===== config.mk =====
export PLATFORM = sky130hd
export DESIGN_NAME = lutram_pattern_sequencer
export DESIGN_NICKNAME = d
export VERILOG_FILES = /design/src/rtl/lutram_seq_pkg.sv /design/src/rtl/lutram_seq_mem.sv /design/src/rtl/lutram_pattern_sequencer.sv
export SDC_FILE = /design/constraint.sdc
export NUM_CORES = 1
export LEC_CHECK = 0
export BUFFER_PORTS_ARGS = -buffer_cell sky130_fd_sc_hd__clkbuf_2
export CORE_MARGIN = 2
export CORE_UTILIZATION = 54
export DETAILED_ROUTE_END_ITERATION = 12
export PLACE_DENSITY = 0.84
export SLEW_MARGIN = 20
export SYNTH_ARGS = -nofsm -noshare
export SYNTH_HDL_FRONTEND = slang
export SYNTH_SLANG_ARGS = --single-unit

===== constraint.sdc =====
create_clock -name clk -period 2.7 [get_ports clk]
set_input_delay 0.27 -clock clk [delete_from_list [all_inputs] [get_ports clk]]
set_output_delay 0.27 -clock clk [all_outputs]
set_load 0.01 [all_outputs]

===== src/rtl/lutram_seq_pkg.sv =====
// lutram_seq_pkg
//   Shared types and constants for the LUT-RAM pattern sequencer.
//   mode_e      : playback mode (loop, one-shot, ping-pong)
//   state_e     : sequencer FSM state (idle, playing)
//   DIR_UP/DOWN : ping-pong direction encoding
//   decode_mode : maps the raw 2-bit mode input onto mode_e (11 -> loop)
package lutram_seq_pkg;

  typedef enum logic [1:0] {
    LOOP     = 2'b00,
    ONESHOT  = 2'b01,
    PINGPONG = 2'b10
  } mode_e;

  typedef enum logic {
    IDLE = 1'b0,
    PLAY = 1'b1
  } state_e;

  localparam logic DIR_UP   = 1'b0;
  localparam logic DIR_DOWN = 1'b1;

  // The unused encoding 11 behaves exactly like loop mode.
  function automatic mode_e decode_mode(input logic [1:0] raw);
    mode_e m;
    case (raw)
      2'b01:   m = ONESHOT;
      2'b10:   m = PINGPONG;
      default: m = LOOP;
    endcase
    return m;
  endfunction

endpackage


===== src/rtl/lutram_seq_mem.sv =====
// lutram_seq_mem
//   DEPTH x DATA_W pattern store: synchronous write, asynchronous read,
//   shaped so it maps onto distributed LUT-RAM (RAM16SDP).
//   clk     : clock
//   we      : write enable (one word per cycle)
//   wr_addr : write address
//   wr_data : write data
//   rd_addr : read address (combinational read)
//   rd_data : word at rd_addr
//   Contents are deliberately not reset.
module lutram_seq_mem #(
  parameter int DATA_W = 8,
  parameter int DEPTH  = 16,
  localparam int ADDR_W = $clog2(DEPTH)
) (
  input  logic              clk,
  input  logic              we,
  input  logic [ADDR_W-1:0] wr_addr,
  input  logic [DATA_W-1:0] wr_data,
  input  logic [ADDR_W-1:0] rd_addr,
  output logic [DATA_W-1:0] rd_data
);

  logic [DATA_W-1:0] mem [DEPTH];

  always_ff @(posedge clk) begin
    if (we) begin
      mem[wr_addr] <= wr_data;
    end
  end

  assign rd_data = mem[rd_addr];

endmodule


===== src/rtl/lutram_pattern_sequencer.sv =====
// lutram_pattern_sequencer
//   Plays a programmable sequence of patterns from a 16-deep LUT-RAM onto
//   pat_out, stepping every max(period,1) cycles between first_addr and
//   last_addr in loop, one-shot or ping-pong mode. Host writes share the
//   single RAM slot with playback fetches; a fetch always wins.
//   clk, reset (sync, active-high)
//   wr_valid/wr_ready/wr_addr/wr_data : host pattern write handshake
//   start/stop                        : playback control pulses (stop wins)
//   mode/first_addr/last_addr/period  : config, sampled on start
//   pat_out/cur_addr                  : registered pattern and its address
//   busy                              : high while playing
//   done                              : one-cycle pulse when one-shot ends
module lutram_pattern_sequencer
  import lutram_seq_pkg::*;
#(
  parameter int DATA_W  = 8,
  parameter int DEPTH   = 16,
  parameter int PRESC_W = 25,
  localparam int ADDR_W = $clog2(DEPTH)
) (
  input  logic               clk,
  input  logic               reset,
  input  logic               wr_valid,
  output logic               wr_ready,
  input  logic [ADDR_W-1:0]  wr_addr,
  input  logic [DATA_W-1:0]  wr_data,
  input  logic               start,
  input  logic               stop,
  input  logic [1:0]         mode,
  input  logic [ADDR_W-1:0]  first_addr,
  input  logic [ADDR_W-1:0]  last_addr,
  input  logic [PRESC_W-1:0] period,
  output logic [DATA_W-1:0]  pat_out,
  output logic [ADDR_W-1:0]  cur_addr,
  output logic               busy,
  output logic               done
);

  state_e             state, state_next;
  mode_e              mode_r;
  logic [ADDR_W-1:0]  first_r, last_r;
  logic [PRESC_W-1:0] period_m1_r;
  logic [PRESC_W-1:0] step_cnt;
  logic               dir, dir_next;
  logic               fetch;
  logic [ADDR_W-1:0]  fetch_addr;
  logic               done_next;
  logic               start_go;
  logic [PRESC_W-1:0] start_m1;
  logic [DATA_W-1:0]  rd_data;

  // Modulo-DEPTH stepping, written out so non power-of-two depths also wrap.
  function automatic logic [ADDR_W-1:0] addr_inc(input logic [ADDR_W-1:0] a);
    return (a == ADDR_W'(DEPTH - 1)) ? '0 : a + ADDR_W'(1);
  endfunction

  function automatic logic [ADDR_W-1:0] addr_dec(input logic [ADDR_W-1:0] a);
    return (a == '0) ? ADDR_W'(DEPTH - 1) : a - ADDR_W'(1);
  endfunction

  assign start_go = start & ~stop;
  // A period of 0 steps every cycle, same as 1.
  assign start_m1 = (period == '0) ? '0 : period - PRESC_W'(1);
  assign wr_ready = ~reset & ~fetch;
  assign busy     = (state == PLAY);

  lutram_seq_mem #(
    .DATA_W (DATA_W),
    .DEPTH  (DEPTH)
  ) u_mem (
    .clk     (clk),
    .we      (wr_valid & wr_ready),
    .wr_addr (wr_addr),
    .wr_data (wr_data),
    .rd_addr (fetch_addr),
    .rd_data (rd_data)
  );

  always_ff @(posedge clk) begin
    if (reset) begin
      state <= IDLE;
    end else begin
      state <= state_next;
    end
  end

  // Next state, fetch decision and next address. The shown address
  // (cur_addr) is what the bound comparisons look at, so a step decision
  // is always made about the pattern currently on the bus.
  always_comb begin
    state_next = state;
    fetch      = 1'b0;
    fetch_addr = cur_addr;
    dir_next   = dir;
    done_next  = 1'b0;
    if (start_go) begin
      state_next = PLAY;
      fetch      = 1'b1;
      fetch_addr = first_addr;
      dir_next   = DIR_UP;
    end else if (state == PLAY) begin
      if (stop) begin
        state_next = IDLE;
      end else if (step_cnt == '0) begin
        case (mode_r)
          ONESHOT: begin
            if (cur_addr == last_r) begin
              state_next = IDLE;
              done_next  = 1'b1;
            end else begin
              fetch      = 1'b1;
              fetch_addr = addr_inc(cur_addr);
            end
          end
          PINGPONG: begin
            fetch = 1'b1;
            if (first_r == last_r) begin
              fetch_addr = cur_addr;
            end else if (dir == DIR_UP) begin
              if (cur_addr == last_r) begin
                dir_next   = DIR_DOWN;
                fetch_addr = addr_dec(cur_addr);
              end else begin
                fetch_addr = addr_inc(cur_addr);
              end
            end else begin
              if (cur_addr == first_r) begin
                dir_next   = DIR_UP;
                fetch_addr = addr_inc(cur_addr);
              end else begin
                fetch_addr = addr_dec(cur_addr);
              end
            end
          end
          default: begin
            fetch      = 1'b1;
            fetch_addr = (cur_addr == last_r) ? first_r : addr_inc(cur_addr);
          end
        endcase
      end
    end
  end

  // Config is captured only on an accepted start so a restart reloads it.
  always_ff @(posedge clk) begin
    if (reset) begin
      mode_r      <= LOOP;
      first_r     <= '0;
      last_r      <= '0;
      period_m1_r <= '0;
    end else if (start_go) begin
      mode_r      <= decode_mode(mode);
      first_r     <= first_addr;
      last_r      <= last_addr;
      period_m1_r <= start_m1;
    end
  end

  // Step counter: reload on each fetch, count down to the next tick.
  always_ff @(posedge clk) begin
    if (reset) begin
      step_cnt <= '0;
    end else if (fetch) begin
      step_cnt <= start_go ? start_m1 : period_m1_r;
    end else if (state == PLAY && step_cnt != '0) begin
      step_cnt <= step_cnt - PRESC_W'(1);
    end
  end

  always_ff @(posedge clk) begin
    if (reset) begin
      pat_out  <= '0;
      cur_addr <= '0;
      done     <= 1'b0;
      dir      <= DIR_UP;
    end else begin
      if (fetch) begin
        pat_out  <= rd_data;
        cur_addr <= fetch_addr;
      end
      done <= done_next;
      dir  <= dir_next;
    end
  end

endmodule

==> results_dict.tcl, run 1 <==
set metrics [dict create \
    grt_pass1_wl_um 37400 \
    max-cap-violations 0 \
    clk_path_buf_depth 3 \
    synth_mux_area_frac 0.0979 \
    path_max_fanout 8 \
    path_class "flip-flop to flip-flop" \
    cellLeakagePower_uw 0.00466 \
    placed_cell_area_um2 10600 \
    critical_path.cell_chain "xor2_2 > buf_4 > nor4_4 > buf_4 > o22a_1 > buf_4 > o22ai_1 > o21ai_1 > a41o_1 > nand2_2 > o21ai_1 > a211oi_2" \
    status "finished, violations left" \
    yosys.cell_count.top_type "edfxtp_1" \
    die-area_um2 18300 \
    internal_power_uw 5530 \
    seq_area_frac_synth 0.574 \
    drc 0 \
    violations "setup timing" \
    ys.flop_type "edfxtp_1" \
    syn_to_final_growth_pct 28.3 \
    die_x_um 135 \
    post-route-period-util 1.07 \
    cp_num_buf_inv 3 \
    rsz0062_at_grt "yes" \
    max_freq_mhz 346 \
    core_um2 16700 \
    fin_skew_ns 0.0279 \
    post-route-util 0.715 \
    cpMaxStageDelayCell "a41o_1" \
    synth-simple-area-share 0.135 \
    fp.dieH_um 135 \
    gp_congestion 0.871 \
    multi_input_area_um2 3980 \
    fillers 1064 \
    finalWirelength_um 25100 \
    worstSetupStartpointType "flip-flop" \
    p_sw_uw 1800 \
    final_nets 1056 \
    io_buffer_count 66 \
    min_period_ns 2.89 \
    boundaryPins 67 \
    numCtsBuffers 21 \
    drt-pass1-iter-count 5 \
    diodes 0 \
    fin_tns_setup_ns -1.40 \
    antenna_left 0 \
    hold_viol_final 0 \
    synth-edff-count 128 \
    cts_tree "done" \
    max_slew.worst_pin.slew_ns 0.542 \
    grt.overflow.total 0 \
    final_cell_area_um2 11900 \
    yosysUniqueCellTypes 66 \
    layout-drive-gt1-share 0.304 \
    synth_fa_ha_area_frac 0.00941 \
    hold-worst-slack_ns 0.0166 \
    synth_seq_cells 203 \
    seq_area_um2 5350 \
    cp.arrival_ns 3.27 \
    avgSynthCellArea_um2 11.4 \
    cts_root_buffer "clkbuf_16" \
    switching_share 0.246 \
    slowest_delay_ns 0.35 \
    antenna_found_initial 0 \
    ys_async_sr_fraction 0 \
    fin_ws_ns -0.191 \
    grt_pass1_vias 7316 \
    power_frac_comb 0.138 \
    cp_common_cell "buf_4" \
    synthCells 814 \
    synth_top_area_frac 0.413 \
    finalSetupViolCount 19 \
    rows 47 \
    post_drt_via_cell_ratio 5.91 \
    slew_headroom 0.638 \
    seqPwrFrac 0.469 \
    yosys-top-cells-count "edfxtp_1 (128), nor2_1 (87), mux2i_1 (82)" \
    clk_latency_ns 0.51 \
    ys.warnings.count 0 \
    netlist.top_cell.by_area "edfxtp_1" \
    synth_nets 873 \
    drv_slew 0 \
    power_density_nw_per_um2 614 \
    cp_top_family "compound AO/OA/AOI/OAI gates" \
    endpoint_kind "flip-flop" \
    grt_start_max_net_pins 48 \
    pwr-share-clk 0.393 \
    cts.sinks 203 \
    required_ns 3.07 \
    max-vdd-ir-drop_uv 760 \
    power.total_uw 7330 \
    drtIter0Drc 653 \
    track_usage 0.262 \
    synth_compound_area_frac 0.102 \
    vias 7285 \
    synth_area_um2 9310 \
    hold_class "input pin to flip-flop" \
    dpl.hpwl_um 15700 \
    routedWlPerCell_um 20.4 \
    synth_top_family_by_area "simple AND/OR/NAND/NOR gates" \
    htree_levels 1 \
    synth.area.top_cells "edfxtp_1 (41%), dfxtp_1 (16%), mux2i_1 (8.8%), nor2_1 (3.5%), xnor2_1 (3.2%)" \
    synth_xor_area_frac 0.0527 \
    clkTransAtPathRegs_ns 0.08 \
    start_util 0.557 \
]
==> worst register-to-register path, cell delays in order, from the launching register on <==
cell	delay (ns)
dfxtp_2	0.34
xor2_2	0.19
buf_4	0.15
nor4_4	0.34
buf_4	0.18
o22a_1	0.17
buf_4	0.14
o22ai_1	0.07
o21ai_1	0.31
a41o_1	0.35
nand2_2	0.20
o21ai_1	0.26
a211oi_2	0.07
==> power by group through the flow <==
| stage | registers [uW] | logic (uW) | clock network (uW) |
|---|---|---|---|
| finish | 3440 | 1010 | 2880 |
| global route | 3440 | 1080 | 3020 |
| CTS | 3430 | 932 | 2860 |
| detailed placement | 3500 | 866 | 0 |
| global placement | 3490 | 846 | 0 |
| floorplan | 3500 | 483 | 0 |
==> registers in the layout (all words and copies together), names as in the netlist <==
signal       flops
u_mem.mem      128
mode_r           2
first_r          4
busy             1
step_cnt        25
done             1
cur_addr         4
pat_out          8
period_m1_r     25
last_r           4
dir              1
==> timing repair <==
| action | CTS | global route |
|---|---|---|
| gates cloned | 2 | 2 |
| hold buffers | 2 | 0 |
| pin swaps | 10 | 15 |
| resized for setup | 38 | 57 |
| buffers inserted | 8 | 8 |
| endpoints found under the hold margin | 2 | 0 |
| setup endpoints to repair | 70 | 98 |
==> cell families (layout without fill, tap and decap cells) <==
group,Yosys count,in the layout
buffers and inverters,52,250
xor gates and xnor gates,56,56
DFF,203,203
muxes,90,90
AOI/OAI and AO/OA,148,148
adders and majority gates,7,7
and+or+nand+nor,258,258
==> stage by stage <==
step,setup WS (ns),cells
floorplan,0.0227,814
CTS,-0.160,1222
finish,-0.191,1232
global route,-0.312,1232
detailed placement,-0.443,1172
global placement,-0.392,1172
==> layout by cell type (no fill, tap or decap), types with 11 or more instances in the layout <==
| cell type | netlist | routed |
|---|---|---|
| a21oi_1 | 38 | 38 |
| o21ai_0 | 27 | 23 |
| nand3_1 | 15 | 13 |
| xor2_1 | 22 | 19 |
| clkbuf_16 | 0 | 23 |
| inv_1 | 12 | 12 |
| nor4_1 | 13 | 11 |
| buf_4 | 1 | 102 |
| clkbuf_2 | 0 | 65 |
| dfxtp_1 | 75 | 71 |
| buf_6 | 7 | 14 |
| edfxtp_1 | 128 | 128 |
| nor3_1 | 16 | 15 |
| o21ai_1 | 21 | 22 |
| nand2_1 | 77 | 73 |
| xnor2_1 | 34 | 34 |
| mux2i_1 | 82 | 74 |
| nor2_1 | 87 | 75 |
| a211oi_1 | 12 | 12 |
==> layout make-up <==
type / instances / area share
clock inverter: 12 / 0.00944
multi-input combinational: 559 / 0.334
clock buffer: 26 / 0.0473
inverter: 13 / 0.00451
tap: 220 / 0.0231
timing repair buffer: 199 / 0.134
sequential: 203 / 0.448
==> metal layers <==
metal / wire length (um) / share of wire / global-route usage
met2: 12900 / 0.51 / 0.468
met4: 752 / 0.030 / 0.0955
met1: 9770 / 0.39 / 0.324
met5: 0 / 0 / 0
met3: 1650 / 0.066 / 0.0393
==> worst paths after layout <==
kind,start,to,slack (ns),cells past startpoint
worst max-delay path,last_r[2],pat_out[3],-0.19,12
worst min-delay path,last_addr[0],last_r[0],0.02,3
worst max register to register,last_r[2],pat_out[3],-0.19,12
worst min register to register,period_m1_r[12],period_m1_r[12],0.46,2
No activity file was read; power rests on OpenSTA's default activity.
==> run 2, diff against run 1 <==
PLACE_DENSITY = not set   (was 0.84)
PLACE_DENSITY_LB_ADDON = 0.3   (was not set)
==> results_dict.tcl, run 2 (synthesis gave the netlist of run 1 again) <==
set metrics [dict create \
    rrSetupSlack_ns -0.24 \
    final_nets 1055 \
    fin_skew_ns 0.00856 \
    power.total_uw 7290 \
    grt.overflow.total 0 \
    clk_latency_ns 0.50 \
    vias 7067 \
    max-vdd-ir-drop_uv 647 \
    cts.sinks 203 \
    path_max_fanout 14 \
    cellLeakagePower_uw 0.00468 \
    core_um2 16700 \
    required_ns 3.12 \
    hold_viol_final 0 \
    hold_start "first_addr[2]" \
    rows 47 \
    finalSetupViolCount 41 \
    largest_reg_flops 128 \
    grt_pass1_wl_um 35400 \
    htree_levels 1 \
    holdPathEnd "first_r[2]" \
    fillers 1195 \
    reg2reg_to "pat_out[3]" \
    syn_to_final_growth_pct 28.1 \
    status "finished, violations left" \
    track_usage 0.248 \
    violations "setup timing" \
    cts_tree "done" \
    post-route-util 0.714 \
    grt_start_max_net_pins 48 \
    max_slew.worst_pin.slew_ns 0.729 \
    max-cap-violations 0 \
    cts_root_buffer "clkbuf_16" \
    dpl.hpwl_um 15100 \
    holdPathStages 3 \
    drv_slew 0 \
    cp_common_cell "buf_4" \
    boundaryPins 67 \
    regMostFlops "u_mem.mem" \
    r2r_cells 12 \
    hold_class "input pin to flip-flop" \
    routedWlPerCell_um 19.1 \
    drc 0 \
    grt_pass1_vias 6802 \
    slowest_delay_ns 0.40 \
    die-area_um2 18300 \
    critical_path.cell_chain "xor2_2 > buf_4 > nor4_4 > buf_4 > o22a_1 > xnor2_1 > o2111a_1 > a21oi_4 > buf_12 > mux2i_2 > o22ai_2 > a211oi_2" \
    clk_path_buf_depth 3 \
    clkTransAtPathRegs_ns 0.06 \
    antenna_left 0 \
    endpoint_kind "flip-flop" \
    slew_headroom 0.514 \
    drt-pass1-iter-count 5 \
    rsz0062_at_grt "yes" \
    max_freq_mhz 340 \
    numCtsBuffers 21 \
    layout-drive-gt1-share 0.298 \
    die_x_um 135 \
    biggestRegsByFlops "u_mem.mem: 128 flops, period_m1_r: 25 flops, step_cnt: 25 flops" \
    drtIter0Drc 485 \
    finalWirelength_um 23500 \
    min_period_ns 2.94 \
    fin_ws_ns -0.238 \
    worstSetupStartpointType "flip-flop" \
    path_class "flip-flop to flip-flop" \
    cp.arrival_ns 3.36 \
    start_util 0.557 \
    io_buffer_count 66 \
    layout_commonest_cell "edfxtp_1" \
    antenna_found_initial 0 \
    cpMaxStageDelayCell "nor4_4" \
    hold-worst-slack_ns 0.00671 \
    fp.dieH_um 135 \
    gp_congestion 0.909 \
    final_cell_mix "edfxtp_1 (128), buf_4 (98), nor2_1 (83), mux2i_1 (78), nand2_1 (72)" \
    post_drt_via_cell_ratio 5.74 \
    diodes 0 \
    rr_startpoint "cur_addr[2]" \
    post-route-period-util 1.09 \
    power_density_nw_per_um2 611 \
]
run 2: how the worst max path moves through the flow:
stage / from / end / slack, ns / depth (start not counted)
after floorplan: cur_addr[1] / pat_out[6] / 0.02 / 12
after global placement: step_cnt[16] / pat_out[0] / -0.31 / 10
after detailed placement: step_cnt[16] / pat_out[0] / -0.36 / 10
after CTS: step_cnt[16] / pat_out[3] / -0.16 / 12
after global routing: step_cnt[18] / pat_out[3] / -0.36 / 12
final: cur_addr[2] / pat_out[3] / -0.24 / 12
run 2: repair_timing:
item / in CTS / in global routing
pin swaps: 6 / 22
hold buffers: 4 / 0
setup buffers: 5 / 10
resized for setup: 31 / 69
gates cloned: 1 / 4
endpoints found under the hold margin: 4 / 0
endpoints found under the setup margin: 102 / 49
run 2: area by class of cell:
type / instances / area (um2) / share of cell area
flip-flops and latches: 203 / 5350 / 0.449
clock inverters: 11 / 111 / 0.00934
clock buffers: 27 / 568 / 0.0476
well taps: 220 / 275 / 0.0231
multi-input cells: 559 / 3980 / 0.334
repair buffers: 198 / 1580 / 0.132
inverters: 13 / 56.3 / 0.00472
run 2: power by group:
part           switching (uW)  leakage (uW)  internal, uW
Combinational             525       0.00258           464
Clock                    1180      0.000328          1680
Sequential               54.1       0.00177          3380
Total                    1760       0.00468          5530
run 2: layer usage:
layer  routed length (um)  part of all wire  GRT usage
met1                 9560              0.41      0.314
met2                11900              0.50      0.435
met3                 1270             0.054     0.0393
met5                    0                 0          0
met4                  831             0.035     0.0856
run 2: per-stage QoR:
| step | TNS [ns] | cell area, um2 | setup WS, ns | std cells |
|---|---|---|---|---|
| 2_1_floorplan | 0 | 9310 | 0.0227 | 814 |
| 3_3_place_gp | -6.87 | 10600 | -0.306 | 1171 |
| 3_5_place_dp | -5.40 | 10600 | -0.359 | 1171 |
| 4_1_cts | -1.22 | 11500 | -0.160 | 1219 |
| 5_1_grt | -9.28 | 11900 | -0.362 | 1231 |
| 6_report | -3.03 | 11900 | -0.238 | 1231 |
run 2: critical path: cells and delay by family, from the launching register on:
family                    cells  cell delay [ns]
AOI/OAI and AO/OA             5             0.99
xor gates and xnor gates      2             0.25
buffers and inverters         3             0.52
DFF                           1             0.34
muxes                         1             0.34
and+or+nand+nor               1             0.40
==> run 3, diff against run 2 <==
ABC_AREA = 1   (was not set)
CORE_UTILIZATION = 55   (was 54)
==> results_dict.tcl, run 3 <==
set metrics [dict create \
    dpl.hpwl_um 16700 \
    critical_path.cell_chain "or2_0 > nor2_2 > nand3_2 > nor3_4 > nand4_4 > inv_4 > nand2_1 > nand2_2 > nor2_1 > buf_6 > clkbuf_2" \
    diodes 0 \
    r2r_cells 14 \
    max-cap-violations 0 \
    yosysUniqueCellTypes 50 \
    setup.worst_path.end "wr_ready" \
    die_x_um 139 \
    slowest_delay_ns 0.34 \
    synth_nets 1226 \
    regMostFlops "u_mem.mem" \
    routedWlPerCell_um 16.1 \
    reg2reg_to "step_cnt[22]" \
    core_um2 17900 \
    clkTransAtPathRegs_ns 0.06 \
    synth_seq_cells 203 \
    clk_latency_ns 0.50 \
    numCtsBuffers 21 \
    seqPwrFrac 0.468 \
    start_util 0.559 \
    post-route-period-util 0.962 \
    final_cell_area_um2 11800 \
    layout_commonest_cell "nand2_1" \
    synth_area_um2 10000 \
    pwr-share-clk 0.373 \
    io_buffer_count 66 \
    boundaryPins 67 \
    layout-drive-gt1-share 0.173 \
    cellLeakagePower_uw 0.00505 \
    placed_cell_area_um2 10900 \
    max_slew.worst_pin.slew_ns 0.710 \
    worstSetupStartpointType "flip-flop" \
    power_density_nw_per_um2 622 \
    cp_top_family "simple AND/OR/NAND/NOR gates" \
    min_period_ns 2.60 \
    cts.sinks 203 \
    yosys-top-cells-count "nand2_1 (269), inv_1 (149), edfxtp_1 (128)" \
    die-area_um2 19300 \
    crit_cells 11 \
    internal_power_uw 5400 \
    htree_levels 1 \
    path_max_fanout 8 \
    post-route-util 0.662 \
    post-place-ws_ns 0.0351 \
    grt_pass1_vias 7824 \
    netlist.top_cell.by_area "edfxtp_1" \
    drtIter0Drc 664 \
    drv_slew 0 \
    required_ns 2.43 \
    slew_headroom 0.526 \
    fin_skew_ns 0.0115 \
    track_usage 0.247 \
    ys.flop_type "edfxtp_1" \
    hold_class "input pin to flip-flop" \
    synth-edff-count 128 \
    hold_start "mode[1]" \
    grt_start_max_net_pins 36 \
    path_class "flip-flop to primary output" \
    ys.warnings.count 0 \
    holdPathStages 3 \
    rrSetupSlack_ns 0.13 \
    antenna_found_initial 0 \
    antenna_left 0 \
    p_sw_uw 1970 \
    synth.area.top_cells "edfxtp_1 (38%), dfxtp_1 (15%), nand2_1 (10%), nand3_1 (5.9%), inv_1 (5.6%)" \
    fin_ws_ns 0.101 \
    startpoint "step_cnt[19]" \
    drt-pass1-iter-count 7 \
    largest_reg_flops 128 \
    synthCells 1167 \
    hold_viol_final 0 \
    cp_num_buf_inv 3 \
    max_freq_mhz 385 \
    grt_pass1_wl_um 38700 \
    cpMaxStageDelayCell "dfxtp_1" \
    endpoint_kind "primary output" \
    max-vdd-ir-drop_uv 518 \
    rows 49 \
    ys_async_sr_fraction 0 \
    seq_area_frac_synth 0.534 \
    finalWirelength_um 24600 \
    hold-worst-slack_ns 0.0546 \
    drc 0 \
    grt.overflow.total 0 \
    post_drt_via_cell_ratio 5.45 \
    synth_top_area_frac 0.384 \
    power.total_uw 7370 \
    switching_share 0.267 \
    cts_tree "done" \
    fp.dieH_um 139 \
    gp_congestion 0.971 \
    status "complete, no violations" \
    cp.arrival_ns 2.33 \
    syn_to_final_growth_pct 18.3 \
    clk_path_buf_depth 3 \
    final_cell_mix "nand2_1 (264), inv_1 (147), edfxtp_1 (128), nand3_1 (111), nor2_1 (102)" \
    power_frac_comb 0.160 \
    final_nets 1342 \
    vias 8322 \
    cts_root_buffer "clkbuf_16" \
    rr_startpoint "step_cnt[0]" \
    avgSynthCellArea_um2 8.58 \
    finalSetupViolCount 0 \
    biggestRegsByFlops "u_mem.mem: 128 flops, period_m1_r: 25 flops, step_cnt: 25 flops" \
    yosys.cell_count.top_type "nand2_1" \
]
## run 3: cell count changes after synthesis, sizes merged, moves of 19 or more
cell    previous run  this run
inv               12       152
nand3             15       118
o211ai             5        24
xnor2             34        12
nor2              87       108
mux2i             82         0
nand2             77       277
## run 3: logic make-up (layout without fill, tap and decap cells)
kind of cell             count (synthesis)  count (layout)  share of synthesized area
XOR/XNOR                                30              30                     0.0263
adder cells (fa/ha/maj)                  7               7                    0.00875
buffers and inverters                  199             330                     0.0838
AO/OA/AOI/OAI                          169             169                      0.103
AND/OR/NAND/NOR                        559             559                      0.244
flip-flops                             203             203                      0.534
## run 3: power groups by stage
stage	registers, uW	clock network (uW)	logic, uW
final	3450	2750	1180
after global routing	3450	2910	1300
after CTS	3440	2790	1090
after detailed placement	3510	0	1070
after global placement	3510	0	1060
after floorplan	3500	0	719
## run 3: worst register-to-register path: cells and delay by family, from the launching register on
kind / cells / cell delay [ns]
fa+ha+maj: 1 / 0.24
simple gates: 6 / 1.01
flops: 1 / 0.32
compound gates: 2 / 0.33
buf+inv: 5 / 0.55
## run 3: worst min-delay path by stage
stage,to,slack (ns)
floorplan,done,0.35
detailed placement,period_m1_r[23],0.47
finish,mode_r[1],0.05
global placement,done,0.46
global route,mode_r[1],0.06
CTS,mode_r[1],0.04
## run 3: area by class of cell
type | instances | area [um2]
fill | 1430 | 6060
sequential | 203 | 5360
multi-input combinational | 765 | 3940
timing repair buffer | 138 | 1010
inverter | 154 | 593
clock buffer | 26 | 564
tap | 229 | 287
clock inverter | 12 | 88.8
## run 3: routing by layer
| metal | track usage | vias up | part of all wire |
|---|---|---|---|
| met5 | 0 | - | 0 |
| met4 | 0.0909 | 0 | 0.034 |
| met3 | 0.0287 | 65 | 0.056 |
| met2 | 0.428 | 313 | 0.49 |
| met1 | 0.323 | 3825 | 0.42 |
| li1 | - | 4119 | - |
## run 3: timing repair
item | CTS | global route
pin swaps | 1 | 6
gates resized for setup | 3 | 40
setup buffers | 1 | 10
endpoints found under the setup margin | 2 | 39
endpoints found under the hold margin | 1 | 0
gates cloned | 0 | 2
hold buffers | 1 | 0
## run 3: through the flow
step / setup TNS [ns] / instances
floorplan: 0 / 1167
global placement: 0 / 1475
detailed placement: 0 / 1475
CTS: -0.0186 / 1515
global route: -0.0892 / 1527
finish: 0 / 1527
